### src/rtl/multicycle_controller.sv
// Multicycle RV32I control FSM: Moore selects per state, 3-5 cycles per instruction plus one per memory stall.
// Stalls in FETCH/MEMRD/MEMWR while mem_ready_i is low; unsupported encodings park in a sticky TRAP until reset.
module multicycle_controller #(
  parameter bit RESET_STATE_TRAP = 1'b0
) (
  input  logic       clk_i,
  input  logic       rst_i,
  input  logic [6:0] op_i,
  input  logic [2:0] funct3_i,
  input  logic       funct7b5_i,
  input  logic       zero_i,
  input  logic       mem_ready_i,
  output logic       pc_write_o,
  output logic       adr_src_o,
  output logic       mem_req_o,
  output logic       mem_write_o,
  output logic       ir_write_o,
  output logic       reg_write_o,
  output logic [1:0] result_src_o,
  output logic [1:0] alu_src_a_o,
  output logic [1:0] alu_src_b_o,
  output logic [1:0] imm_src_o,
  output logic [2:0] alu_ctrl_o,
  output logic       illegal_o,
  output logic [3:0] state_o
);

  typedef enum logic [3:0] {
    S_FETCH  = 4'd0,
    S_DECODE = 4'd1,
    S_MEMADR = 4'd2,
    S_MEMRD  = 4'd3,
    S_MEMWB  = 4'd4,
    S_MEMWR  = 4'd5,
    S_EXECR  = 4'd6,
    S_EXECI  = 4'd7,
    S_ALUWB  = 4'd8,
    S_BEQ    = 4'd9,
    S_JAL    = 4'd10,
    S_TRAP   = 4'd15
  } state_e;

  localparam logic [6:0] OP_LW    = 7'b0000011;
  localparam logic [6:0] OP_SW    = 7'b0100011;
  localparam logic [6:0] OP_RTYPE = 7'b0110011;
  localparam logic [6:0] OP_ITYPE = 7'b0010011;
  localparam logic [6:0] OP_BEQ   = 7'b1100011;
  localparam logic [6:0] OP_JAL   = 7'b1101111;

  localparam logic [2:0] ALU_ADD = 3'b000;
  localparam logic [2:0] ALU_SUB = 3'b001;
  localparam logic [2:0] ALU_AND = 3'b010;
  localparam logic [2:0] ALU_OR  = 3'b011;
  localparam logic [2:0] ALU_SLT = 3'b101;

  state_e     state_q, state_d;
  logic [2:0] alu_fn;
  logic       alu_fn_ok;

  always_ff @(posedge clk_i) begin
    if (rst_i) begin
      state_q <= RESET_STATE_TRAP ? S_TRAP : S_FETCH;
    end else begin
      state_q <= state_d;
    end
  end

  // funct7b5 only selects sub for register-register ops; addi never subtracts.
  always_comb begin
    alu_fn    = ALU_ADD;
    alu_fn_ok = 1'b1;
    case (funct3_i)
      3'b000:  alu_fn = (state_q == S_EXECR && funct7b5_i) ? ALU_SUB : ALU_ADD;
      3'b010:  alu_fn = ALU_SLT;
      3'b110:  alu_fn = ALU_OR;
      3'b111:  alu_fn = ALU_AND;
      default: alu_fn_ok = 1'b0;
    endcase
  end

  always_comb begin
    state_d      = state_q;
    pc_write_o   = 1'b0;
    adr_src_o    = 1'b0;
    mem_req_o    = 1'b0;
    mem_write_o  = 1'b0;
    ir_write_o   = 1'b0;
    reg_write_o  = 1'b0;
    result_src_o = 2'b00;
    alu_src_a_o  = 2'b00;
    alu_src_b_o  = 2'b00;
    imm_src_o    = 2'b00;
    alu_ctrl_o   = ALU_ADD;
    illegal_o    = 1'b0;

    case (state_q)
      S_FETCH: begin
        mem_req_o    = 1'b1;
        alu_src_b_o  = 2'b10;
        result_src_o = 2'b10;
        ir_write_o   = mem_ready_i;
        pc_write_o   = mem_ready_i;
        if (mem_ready_i) state_d = S_DECODE;
      end
      S_DECODE: begin
        alu_src_a_o = 2'b01;
        alu_src_b_o = 2'b01;
        imm_src_o   = 2'b10;
        case (op_i)
          OP_LW, OP_SW: state_d = S_MEMADR;
          OP_RTYPE:     state_d = S_EXECR;
          OP_ITYPE:     state_d = S_EXECI;
          OP_BEQ:       state_d = S_BEQ;
          OP_JAL:       state_d = S_JAL;
          default:      state_d = S_TRAP;
        endcase
      end
      S_MEMADR: begin
        alu_src_a_o = 2'b10;
        alu_src_b_o = 2'b01;
        imm_src_o   = (op_i == OP_SW) ? 2'b01 : 2'b00;
        state_d     = (op_i == OP_SW) ? S_MEMWR : S_MEMRD;
      end
      S_MEMRD: begin
        mem_req_o = 1'b1;
        adr_src_o = 1'b1;
        if (mem_ready_i) state_d = S_MEMWB;
      end
      S_MEMWB: begin
        result_src_o = 2'b01;
        reg_write_o  = 1'b1;
        state_d      = S_FETCH;
      end
      S_MEMWR: begin
        mem_req_o   = 1'b1;
        mem_write_o = 1'b1;
        adr_src_o   = 1'b1;
        if (mem_ready_i) state_d = S_FETCH;
      end
      S_EXECR, S_EXECI: begin
        alu_src_a_o = 2'b10;
        alu_src_b_o = (state_q == S_EXECI) ? 2'b01 : 2'b00;
        alu_ctrl_o  = alu_fn;
        state_d     = alu_fn_ok ? S_ALUWB : S_TRAP;
      end
      S_ALUWB: begin
        reg_write_o = 1'b1;
        state_d     = S_FETCH;
      end
      S_BEQ: begin
        alu_src_a_o = 2'b10;
        alu_ctrl_o  = ALU_SUB;
        pc_write_o  = zero_i && (funct3_i == 3'b000);
        state_d     = (funct3_i == 3'b000) ? S_FETCH : S_TRAP;
      end
      S_JAL: begin
        alu_src_a_o = 2'b01;
        alu_src_b_o = 2'b10;
        pc_write_o  = 1'b1;
        state_d     = S_ALUWB;
      end
      S_TRAP: illegal_o = 1'b1;
      default: state_d = S_TRAP;
    endcase

    // Reset overrides everything so an aborted instruction can't write on the reset edge.
    if (rst_i) begin
      pc_write_o   = 1'b0;
      adr_src_o    = 1'b0;
      mem_req_o    = 1'b0;
      mem_write_o  = 1'b0;
      ir_write_o   = 1'b0;
      reg_write_o  = 1'b0;
      result_src_o = 2'b00;
      alu_src_a_o  = 2'b00;
      alu_src_b_o  = 2'b00;
      imm_src_o    = 2'b00;
      alu_ctrl_o   = ALU_ADD;
      illegal_o    = 1'b0;
    end
  end

  assign state_o = state_q;

endmodule

### config.mk
export PLATFORM = sky130hd
export DESIGN_NAME = multicycle_controller
export DESIGN_NICKNAME = d
export VERILOG_FILES = /design/src/rtl/multicycle_controller.sv
export SDC_FILE = /design/constraint.sdc
export NUM_CORES = 1
export LEC_CHECK = 0
export BUFFER_PORTS_ARGS = -buffer_cell sky130_fd_sc_hd__buf_2
export CELL_PAD_IN_SITES_DETAIL_PLACEMENT = 0
export CELL_PAD_IN_SITES_GLOBAL_PLACEMENT = 1
export CORE_MARGIN = 3
export CORE_UTILIZATION = 30
export CTS_BUF_LIST = sky130_fd_sc_hd__clkbuf_2 sky130_fd_sc_hd__clkbuf_4 sky130_fd_sc_hd__clkbuf_8
export DETAILED_ROUTE_END_ITERATION = 10
export HOLD_SLACK_MARGIN = 0.15
export PLACE_DENSITY_LB_ADDON = 0.12
export REMOVE_ABC_BUFFERS = 1
export SYNTH_ARGS = -nofsm -noshare
export SYNTH_HDL_FRONTEND = slang
export SYNTH_SLANG_ARGS = --single-unit
export TNS_END_PERCENT = 20
### constraint.sdc
create_clock -name clk_i -period 1.67 [get_ports clk_i]
set_clock_uncertainty 0.05 [all_clocks]
set_input_delay 0.2505 -clock clk_i [delete_from_list [all_inputs] [get_ports clk_i]]
set_output_delay 0.2505 -clock clk_i [all_outputs]
set_load 0.02 [all_outputs]
# Word level (Yosys, flattened, before mapping)

Cells that the tools add are included.

Flip-flop bits (word level): 4
RAM bits: 0
Memories kept: 0
Latch bits: 0
Memory bits (read-only): 0

Bitwise gates (word level): 1
Multipliers: 0
$add $sub $neg: 0
Reduce and logical (&&, ||, !) cells: 15
Shift operators: 0
Div/mod/pow operators: 0
Eq/ne operators: 23
Muxes and demuxes: 37
$lt $le $gt $ge: 0

Operators by type and width:

| cell                                                             | count |
|---|---|
| 4-bit one-hot mux with 10 select lines                           | 1 |
| 4-bit one-hot mux with 5 select lines                            | 1 |
| 1-bit 2-to-1 mux                                                 | 17 |
| 4-bit by 3-bit == test with 1-bit output (second input constant) | 4 |
| 4-bit == test (second input constant)                            | 4 |
| 4-bit 2-to-1 mux                                                 | 4 |
| 7-bit by 6-bit == test with 1-bit output (second input constant) | 2 |
| 7-bit == test (second input constant)                            | 2 |
| 2-bit OR reduction                                               | 7 |
| 2-bit one-hot mux with 2 select lines                            | 3 |
| 3-bit one-hot mux with 4 select lines                            | 1 |
| 3-bit 2-to-1 mux                                                 | 3 |
| 4-bit by 2-bit == test with 1-bit output (second input constant) | 2 |
| 2-bit 2-to-1 mux                                                 | 4 |
| 4-bit OR reduction                                               | 2 |
| 7-bit by 2-bit == test with 1-bit output (second input constant) | 1 |
| 7-bit by 5-bit == test with 1-bit output (second input constant) | 1 |
| 3-bit == test (second input constant)                            | 2 |
| 2-bit inequality test (second input constant)                    | 3 |
| 2-bit one-hot mux with 3 select lines                            | 1 |
| 3-bit one-hot mux with 2 select lines                            | 1 |
| 4-bit by 1-bit == test with 1-bit output (second input constant) | 1 |
| 4-bit zero test                                                  | 1 |
| 4-bit AND reduction                                              | 1 |
| other kinds (6)                                                  | 7 |

# Longest topological paths before layout

Gate-level depths: netlist of the first run.

Word-level depth: 6
Gate-level depth with buffers: 6

# Least setup slack after synthesis of the first run

OpenSTA, ideal clock, no wires.

Path type: flip-flop to output port
Start: register state_q[2], in the netlist state_o[2]
End: output mem_req_o
Data arrival time: 1918 ps
Data required time: 1370 ps
Slack: -549 ps
Stages on the path, launching flop included: 5
Cells stage by stage: dfxtp_1 > buf_2 > xnor2_1 > nor4b_1 > or2_1

Word-level cells in the longest chain between the ends: 4

Ends and longest elaborated chain:

| item                                                                   | line | text |
|---|---|---|
| from (decl)                                                            | 56   | `state_e state_q, state_d;` |
| from (signal assigned)                                                 | 62   | `state_q <= RESET_STATE_TRAP ? S_TRAP : S_FETCH;` |
| from (signal assigned)                                                 | 64   | `state_q <= state_d;` |
| 4-bit by 3-bit == test with 1-bit output, or another cell as far along | 96   | `case (state_q)` |
| 3-bit OR reduction (no line) (*)                                       | --   |  |
| 1-bit 2-to-1 mux (*)                                                   | 96   |  |
| 1-bit 2-to-1 mux (*)                                                   | 167  | `if (rst_i) begin` |
| to (decl)                                                              | 15   | `output logic mem_req_o,` |

Mark *: on every way between the ends. The rest lies on a longest branch, timed or not.

# Worst setup path after layout of the first run

Start: register state_q[2], in the netlist state_o[2]
End: output alu_ctrl_o[0]

Word-level cells in the longest chain between the ends: 6

Ends and longest elaborated chain:

| item                                      | line   | text |
|---|---|---|
| 4-bit by 3-bit == test with 1-bit output  | 73, 96 |  |
| 1-bit logical AND                         | 73     | `3'b000: alu_fn = (state_q == S_EXECR && funct7b5_i) ? ALU_SUB : ALU_ADD;` |
| 1-bit 2-to-1 mux                          | 73     |  |
| 3-bit one-hot mux with 4 select lines     | 72     | `case (funct3_i)` |
| 3-bit one-hot mux with 2 select lines (*) | 96     |  |
| 3-bit 2-to-1 mux (*)                      | 167    |  |
| to (decl)                                 | 23     | `output logic [2:0] alu_ctrl_o,` |

Marked as above.

==> run summary, run 1 <==
At the worst endpoint, the required time is 1370 ps. The count of nets left with antenna violations after detail routing was 0. After synthesis the netlist holds a flip-flop and latch count of 4.

Setup repair after global routing could not meet its margin everywhere. The flow ran to the end, but the final reports show violations. For this design, the sink count on the clock tree is 4.

Fill cells in the final layout number 207. For the minimum setup slack in the final design, the log shows -88.53 ps. The placement row count was 16. During synthesis, Yosys emitted a total of 0 warnings. Traced cell by cell, the critical path runs through buf_6 > nand3b_1 > or3_1 > a21oi_2 > buf_4.

Across the run, the number of max-cap violations was 0. The register with the most flip-flops in the layout has 4 of them. The number of hold buffers added after CTS is 0, and the routed wire length is 2381 µm.

Setup violations remaining at the end of the flow were counted as 13. TritonCTS built the clock tree. The area growth from synthesis to layout is 80.86%. The average instance in the mapped netlist occupies 6.869 µm².

IR analysis of the VDD net gives a maximum drop of 1.036 mV. The number of buffers created by CTS was 3. Among all flip-flop cells after synthesis, the most frequent one is sky130_fd_sc_hd__dfxtp_1.

The total non-filler cell area in the finished layout was 1217 µm². By startpoint and endpoint, the worst setup path is classified as flop to primary output. The number of enable flip-flop cells after synthesis is 0, and the worst-case setup slack after placement is -0.09415 ps. The logs give 14 for the pin count of the biggest net entering global routing and 0.8053 for the weighted congestion at the end of routability-driven global placement. The highest cell delay on the worst timing path is 380 ps. The checks that failed: setup timing. Summing all flip-flop and latch instances after layout gives 95.09 µm². The via count of the first global-routing pass was 848; the total power draw was 2.036 mW. The via count normalized by instance count is 5.098, and the transition time at the pin with the least slew margin is 343.1 ps.

Once placement finished, the instance area stood at 1018 µm². The run gives 673.1 µm² as the total standard cell area after synthesis. The synthesized-area fraction occupied by ao, oa, aoi and oai cells is 28.62%, and the static power due to leakage is 0.5709 nW. The initial antenna violation count is 0. The final layout contains 174 nets. The number of buffers and inverters on the critical path is 2. The area share of fa/ha/maj cells after synthesis works out to 0%. After clock tree synthesis, the clock-pin slew on the worst setup and hold paths is 40 ps. The smallest clock period supported by the final layout is computed as 1759 ps.

The post-route netlist has 55.41% of its cells at a drive strength greater than 1. For the worst setup path, the data arrival time is 1460 ps. The portion of netlist area occupied by mux cells is 0%, and the setup TNS is -684.8 ps. For this run, the top clock speed supported by timing is 0.5687 GHz. The first global-routing pass estimated 3705 µm of wire.

The largest individual stage delay along the critical path comes from the cell sky130_fd_sc_hd__dfxtp_4. The worst setup path is captured at a primary output. The share of the Yosys chip area taken by registers is 11.90%.

Of the total synthesized cell area, the portion taken by AND, OR, NAND and NOR gates is 49.63%. The number of vias in the routed layout came out at 938. The tools report the final-report max-slew violation count as 0. The aggregate global-route resource usage was 17.22%; the number of buffers added on ports was 36. Headroom to the max-slew limit came out at 76.95%. The critical-path maximum fanout works out to 6. The floorplan step defined a die boundary enclosing 2848 µm².

The number of hold violations in the final report came out at 0. For the overall overflow remaining after global route, the log shows 0. Summing the areas of all xor and xnor instances in the mapped netlist gives 2.602% of the synthesized area. STA classifies the critical path startpoint as a flop. The first detailed-routing pass took 4 iterations.

The level count of the clock H-tree is 1, and the initial cell density of the core is 32.97%. The die is 53.37 µm tall. The top-level port count is 37, and the fraction of registers with async set/reset is 0%.

After synthesis, the netlist uses 40 different library cells. The detailed router finished its first iteration with 11 violations. The clock passes through at most 2 buffers.

0 antenna diodes ended up in the layout. The source-to-sink clock delay at the later pin of the worst-skew pair came out at 240 ps. Root buffer cell: sky130_fd_sc_hd__clkbuf_4. After detailed routing, the average wire length per cell comes to 12.94 µm. At the end of the flow the core is filled with cells to 59.62%. The die is 53.37 µm wide. In this run the standard cell core region covers 2042 µm².

The run gives 623.1 µm² as the combined area of the multi-input logic cells. Largest family of logic cells by synthesized area: simple AND/OR/NAND/NOR gates. The final worst-path cycle share was 105.3%; the gate count of the mapped netlist was 98.

Broken down by cell family, the worst path's largest delay share belongs to simple AND/OR/NAND/NOR gates. The tightest min-delay check is of the input pin to flop type. For this design the ratio of total power to cell area is 1673 nW/µm². Once detailed placement completed, the half-perimeter wirelength came to 1759 µm. The run gives 0 as the number of DRC violations after detailed routing.
## cell usage after synthesis (all sizes together) (2+ instances only)
cell    number  area share, %
nand2        5            2.8
nor2b        3            2.8
nand3b       3            3.3
a211oi       2            3.0
clkbuf       3            1.7
a21oi        8            5.9
a221oi       3            3.9
or3          4            3.7
a311oi       2            2.6
dfxtp        4             12
inv          4            2.2
nand4        2            1.9
nor3         7            5.2
or2          2            1.9
nand2b       4            3.7
buf          5            3.3
and2         2            1.9
nor2        12            6.7
xnor2        2            2.6
or4          2            2.8
nor4bb       2            3.0
nor4b        2            2.6
## cells in the final DEF (no fill, tap or decap), types with 2 or more instances in the layout
master                     synthesis  final
sky130_fd_sc_hd__a21oi_1           8      5
sky130_fd_sc_hd__a21oi_2           0      3
sky130_fd_sc_hd__a221oi_1          3      3
sky130_fd_sc_hd__a311oi_1          2      2
sky130_fd_sc_hd__and2_1            2      2
sky130_fd_sc_hd__buf_2             3     27
sky130_fd_sc_hd__buf_4             0     33
sky130_fd_sc_hd__buf_6             0      4
sky130_fd_sc_hd__clkbuf_4          0      3
sky130_fd_sc_hd__dfxtp_4           0      4
sky130_fd_sc_hd__inv_1             4      4
sky130_fd_sc_hd__nand2_1           5      5
sky130_fd_sc_hd__nand2b_1          4      3
sky130_fd_sc_hd__nand3b_1          3      3
sky130_fd_sc_hd__nand4_1           2      2
sky130_fd_sc_hd__nor2_1           12      9
sky130_fd_sc_hd__nor2_4            0      2
sky130_fd_sc_hd__nor2b_1           3      3
sky130_fd_sc_hd__nor3_1            7      6
sky130_fd_sc_hd__nor4b_1           2      2
sky130_fd_sc_hd__nor4bb_4          0      2
sky130_fd_sc_hd__or3_1             4      3
sky130_fd_sc_hd__xnor2_1           2      2
## per-layer routing
metal	routed length, µm	GRT usage [%]
met2	1141	28.78
met4	27	5.106
met3	119	1.127
met5	0	0
met1	1093	23.22
## logic make-up (layout without fill, tap and decap cells)
family          count (synthesis)  in the layout
compound gates                 24             24
xor+xnor                        2              2
buf+inv                        12             71
flops                           4              4
simple gates                   56             56
## path summary, 6_finish.rpt
check,start,end,slack (ps),cells past startpoint
max,state_o[2]$_SDFFE_PP0P_,alu_ctrl_o[0],-90,5
min,mem_ready_i,state_o[0]$_SDFFE_PP0P_,340,3
max reg2reg,state_o[3]$_SDFFE_PP0P_,state_o[1]$_SDFFE_PP0P_,-60,5
min reg2reg,state_o[2]$_SDFFE_PP0P_,state_o[2]$_SDFFE_PP0P_,660,3
## cell type report
cell class	instances	area share [%]
Tap cell	27	2.775
Inverter	4	1.233
Timing Repair Buffer	64	35.15
Multi-Input combinational cell	82	51.18
Sequential cell	4	7.811
Clock buffer	3	1.850
## per-stage QoR
| stage | cells | hold WS [ps] |
|---|---|---|
| 2_1_floorplan | 90 | 272.6 |
| 3_3_place_gp | 175 | 606.9 |
| 3_5_place_dp | 175 | 594.0 |
| 4_1_cts | 183 | 335.9 |
| 5_1_grt | 184 | 359.3 |
| 6_report | 184 | 341.7 |
## report_power, final
part           total (mW)  switching, mW  internal, mW  leakage [nW]
clock               0.123         0.0429        0.0806        0.0138
combinational        1.66          0.815         0.842         0.521
sequential          0.255         0.0889         0.166        0.0356
total                2.04          0.947          1.09         0.571
## worst reg2reg max path, stage by stage, from the launching register on
cell and delay (ps):
sky130_fd_sc_hd__dfxtp_4 350, sky130_fd_sc_hd__buf_4 130, sky130_fd_sc_hd__or4_4 540, sky130_fd_sc_hd__o22ai_4 190, sky130_fd_sc_hd__a211oi_2 90, sky130_fd_sc_hd__a221oi_1 270
## repair_timing
item	4_1_cts	5_1_grt
endpoints found under the setup margin	17	18
buffers inserted	5	1
endpoints found under the hold margin	0	0
pin swaps	7	3
gates resized for setup	23	18
No activity file was read; power rests on OpenSTA's default activity.
==> inputs of run 2 (changes only) <==
REMOVE_ABC_BUFFERS = not set   (was 1)
==> run 2 against run 1 <==
  * The flow still finishes with violations (setup timing)
  * Sequential power increased by 2%
  * Wire length decreased by 2.9%
  * Count of clock-buffer cells in the layout unchanged
  * Highest routed layer unchanged
  * Final area increased by 3.0%
  * Non-clock buffer count decreased by 3
  * Via count increased by 1.5%
  * Critical endpoint is now result_src_o[0]
  * Power increased by 3.1%
  * Global-route usage increased by 1.5 points
  * Die area unchanged
  * Maximum frequency decreased by 0.98%
  * Sequential share of layout area decreased by 0.43 points
  * Largest cell class unchanged
==> run summary, run 2 (synthesized netlist as in run 1, its figures left out) <==
For the count of clock tree sinks, the log shows 4 (unchanged). The static power due to leakage was 0.5547 nW (-2.8%). Uppermost layer routed: met4.

The worst setup path is of the flop to primary output kind. The tools report the via count of the first global-routing pass as 894 (+5.4%). The count of nets after finishing came out at 171 (-1.7%). The run gives 4 (unchanged) as the first-pass detailed-route iteration total.

The count of nets left with antenna violations after detail routing was 0 (unchanged); the transition time at the pin with the least slew margin was 287.8 ps (-55.33 ps). The number of DRC markers in iteration 0 was 12 (+1); the count of antenna diodes in the layout was 0 (unchanged). The die width was 53.37 µm (unchanged); the sum of net half-perimeters after detailed placement was 1854 µm (+5.4%). The flip-flop count of the largest register after layout is 4 (unchanged). Utilization after layout: 61.40% (+1.8 points). The routed wire length was 2313 µm (-2.9%). The checks that failed: setup timing. The height of the chip was 53.37 µm (unchanged); the worst-case setup slack after placement was 6.291 ps (+6.385 ps). Reg-to-reg critical path startpoint: state_o[1]$_SDFFE_PP0P_.

The aggregate global-route resource usage is 18.70% (+1.5 points). The logs give 113 for the number of nets produced by synthesis and 0 (unchanged) for the number of hold violations in the final report. The tools report the worst IR drop on VDD as 1.046 mV (+0.91%).

Leaving out fill and tap cells, the most frequent cell in the layout is sky130_fd_sc_hd__buf_4. The weighted congestion at the end of routability-driven global placement came out at 0.7537 (-6.4%). The minimum setup slack in the final design was -106.0 ps (-17.48 ps). Setup repair after global routing could not meet its margin everywhere.

The run gives 2848 µm² (unchanged) as the die footprint. The logs give 0.5631 GHz (-0.98%) for the highest achievable clock rate and 2 (unchanged) for the number of buffers between clock root and the deepest sink. The initial antenna violation count is 0 (unchanged), and the relative area change from synthesis to final layout is 86.24%. In the layout the commonest cells are 35 x sky130_fd_sc_hd__buf_4, 21 x sky130_fd_sc_hd__buf_2, 10 x sky130_fd_sc_hd__nor2_1. The share of post-route cells with drive strength above 1 works out to 59.09% (+3.7 points).

The setup TNS was -487.8 ps (+197.1 ps). The number of fill cells was 206 (-0.48%). The final worst-path cycle share is 106.3% (+1.0 points). The run gives 230 ps (about the same) as the source-to-sink clock delay at the later pin of the worst-skew pair. The worst setup path endpoint is result_src_o[0]. The flow ran to the end, but the final reports show violations.

The root buffer cell is sky130_fd_sc_hd__clkbuf_4. The initial cell density of the core was 32.97% (unchanged); the placement row count was 16 (unchanged). The tools report the worst slew margin relative to its limit as 80.74% (+3.8 points). The routed wirelength normalized by instance count was 12.78 µm (-1.2%). The tools report the worst setup slack for register-to-register paths as 80 ps (+140 ps). The worst setup path is captured at a primary output.

The tools report the amount of wire on met3 after detailed routing as 105 µm (-12%). For the final-report max-slew violation count, the log shows 0 (unchanged). The arrival time of the worst setup path came out at 1480 ps (+20 ps). Overall overflow remaining after global route: 0 (unchanged).

The tools report the nature of the critical path startpoint as a flop. The worst setup path startpoint was state_o[3]$_SDFFE_PP0P_. The routed length on met1 came out at 1036 µm (-5.2%).

Number of buffers added on ports: 36 (unchanged). For the final setup violation count, the log shows 7 (-6). The number of DRC violations after detailed routing is 0 (unchanged), and the critical-path maximum fanout is 7 (+1).

The logs give 1148 µm (+0.61%) for the sum of met2 wire segment lengths after detailed routing and 0 (unchanged) for the number of max-capacitance violations reported. The standard cell core area was 2042 µm² (unchanged); the worst reg-to-reg path cell count was 4 (-1). For the pin count of the biggest net entering global routing, the log shows 18 (+4). Post-CTS clock slew at the launch and capture registers of the worst setup and hold paths: 40 ps (about the same). The global-route wire length before repair was 3967 µm (+7.1%); the via count normalized by instance count was 5.260 (+3.2%). The time the worst path needs with I/O delays and setup is 1776 ps (+17.48 ps), and the required time of the critical path is 1370 ps (about the same). Number of buffers created by CTS: 3 (unchanged). For the number of hold buffers added after CTS, the log shows 0 (unchanged). The worst hold-check path type was input pin to flop.

TritonCTS built the clock tree. The endpoint identified for the worst register-to-register timing path is state_o[1]$_SDFFE_PP0P_. The power density over the cells is 1674 nW/µm² (about the same), and the top-level port count is 37 (unchanged). The level count of the clock H-tree came out at 1 (unchanged). The number of vias in the routed layout is 952 (+1.5%).
[run 2: cell types whose count changed in the layout (fill, tap and decap cells not counted), sizes merged]
cell	change
buf	-3
[run 2: where the power goes]
part / internal (mW) / leakage (nW) / switching, mW
Sequential: 0.161 / 0.0353 / 0.0979
Clock: 0.0804 / 0.0138 / 0.0395
Combinational: 0.869 / 0.506 / 0.851
Total: 1.11 / 0.555 / 0.988
[run 2: area by class of cell]
type                            count  area [µm²]  share of cell area [%]
Clock buffer                        3       22.52                   1.796
Inverter                            4       15.01                   1.198
Multi-Input combinational cell     82       665.6                   53.09
Sequential cell                     4       92.59                   7.385
Tap cell                           27       33.78                   2.695
Timing Repair Buffer               61       424.2                   33.83
[run 2: critical path, stage by stage, from the launching register on]
cell	delay (ps)
sky130_fd_sc_hd__dfxtp_4	350
sky130_fd_sc_hd__buf_6	130
sky130_fd_sc_hd__or2_4	250
sky130_fd_sc_hd__buf_6	120
sky130_fd_sc_hd__nor4b_4	200
sky130_fd_sc_hd__buf_4	180
[run 2: per-layer routing]
layer	vias up	GRT usage, %
li1	494	-
met1	434	23.83
met2	22	31.02
met3	2	3.380
met4	0	6.383
met5	-	0
[run 2: repair_timing]
action,in CTS,in global routing
pin swaps,1,3
buffers inserted,1,0
setup endpoints to repair,15,18
gates resized for setup,21,14
[run 2: metrics by stage]
stage	cell area (µm²)	std cells	hold WS (ps)	total power [mW]
detailed placement	1114	177	582.6	1.753
finish	1254	181	341.4	2.099
global route	1254	181	364.2	2.281
floorplan	754.5	98	381.3	1.205
CTS	1200	181	324.7	2.008
global placement	1114	177	582.9	1.742
[run 2: worst min-delay path by stage]
stage,from,endpoint,slack (ps),cells past startpoint
3_3_place_gp,mem_ready_i,state_o[0]$_SDFFE_PP0P_,580,3
2_1_floorplan,mem_ready_i,state_o[0]$_SDFFE_PP0P_,380,2
3_5_place_dp,mem_ready_i,state_o[0]$_SDFFE_PP0P_,580,3
4_1_cts,mem_ready_i,state_o[0]$_SDFFE_PP0P_,320,3
6_report,mem_ready_i,state_o[0]$_SDFFE_PP0P_,340,3
5_1_grt,mem_ready_i,state_o[0]$_SDFFE_PP0P_,360,3
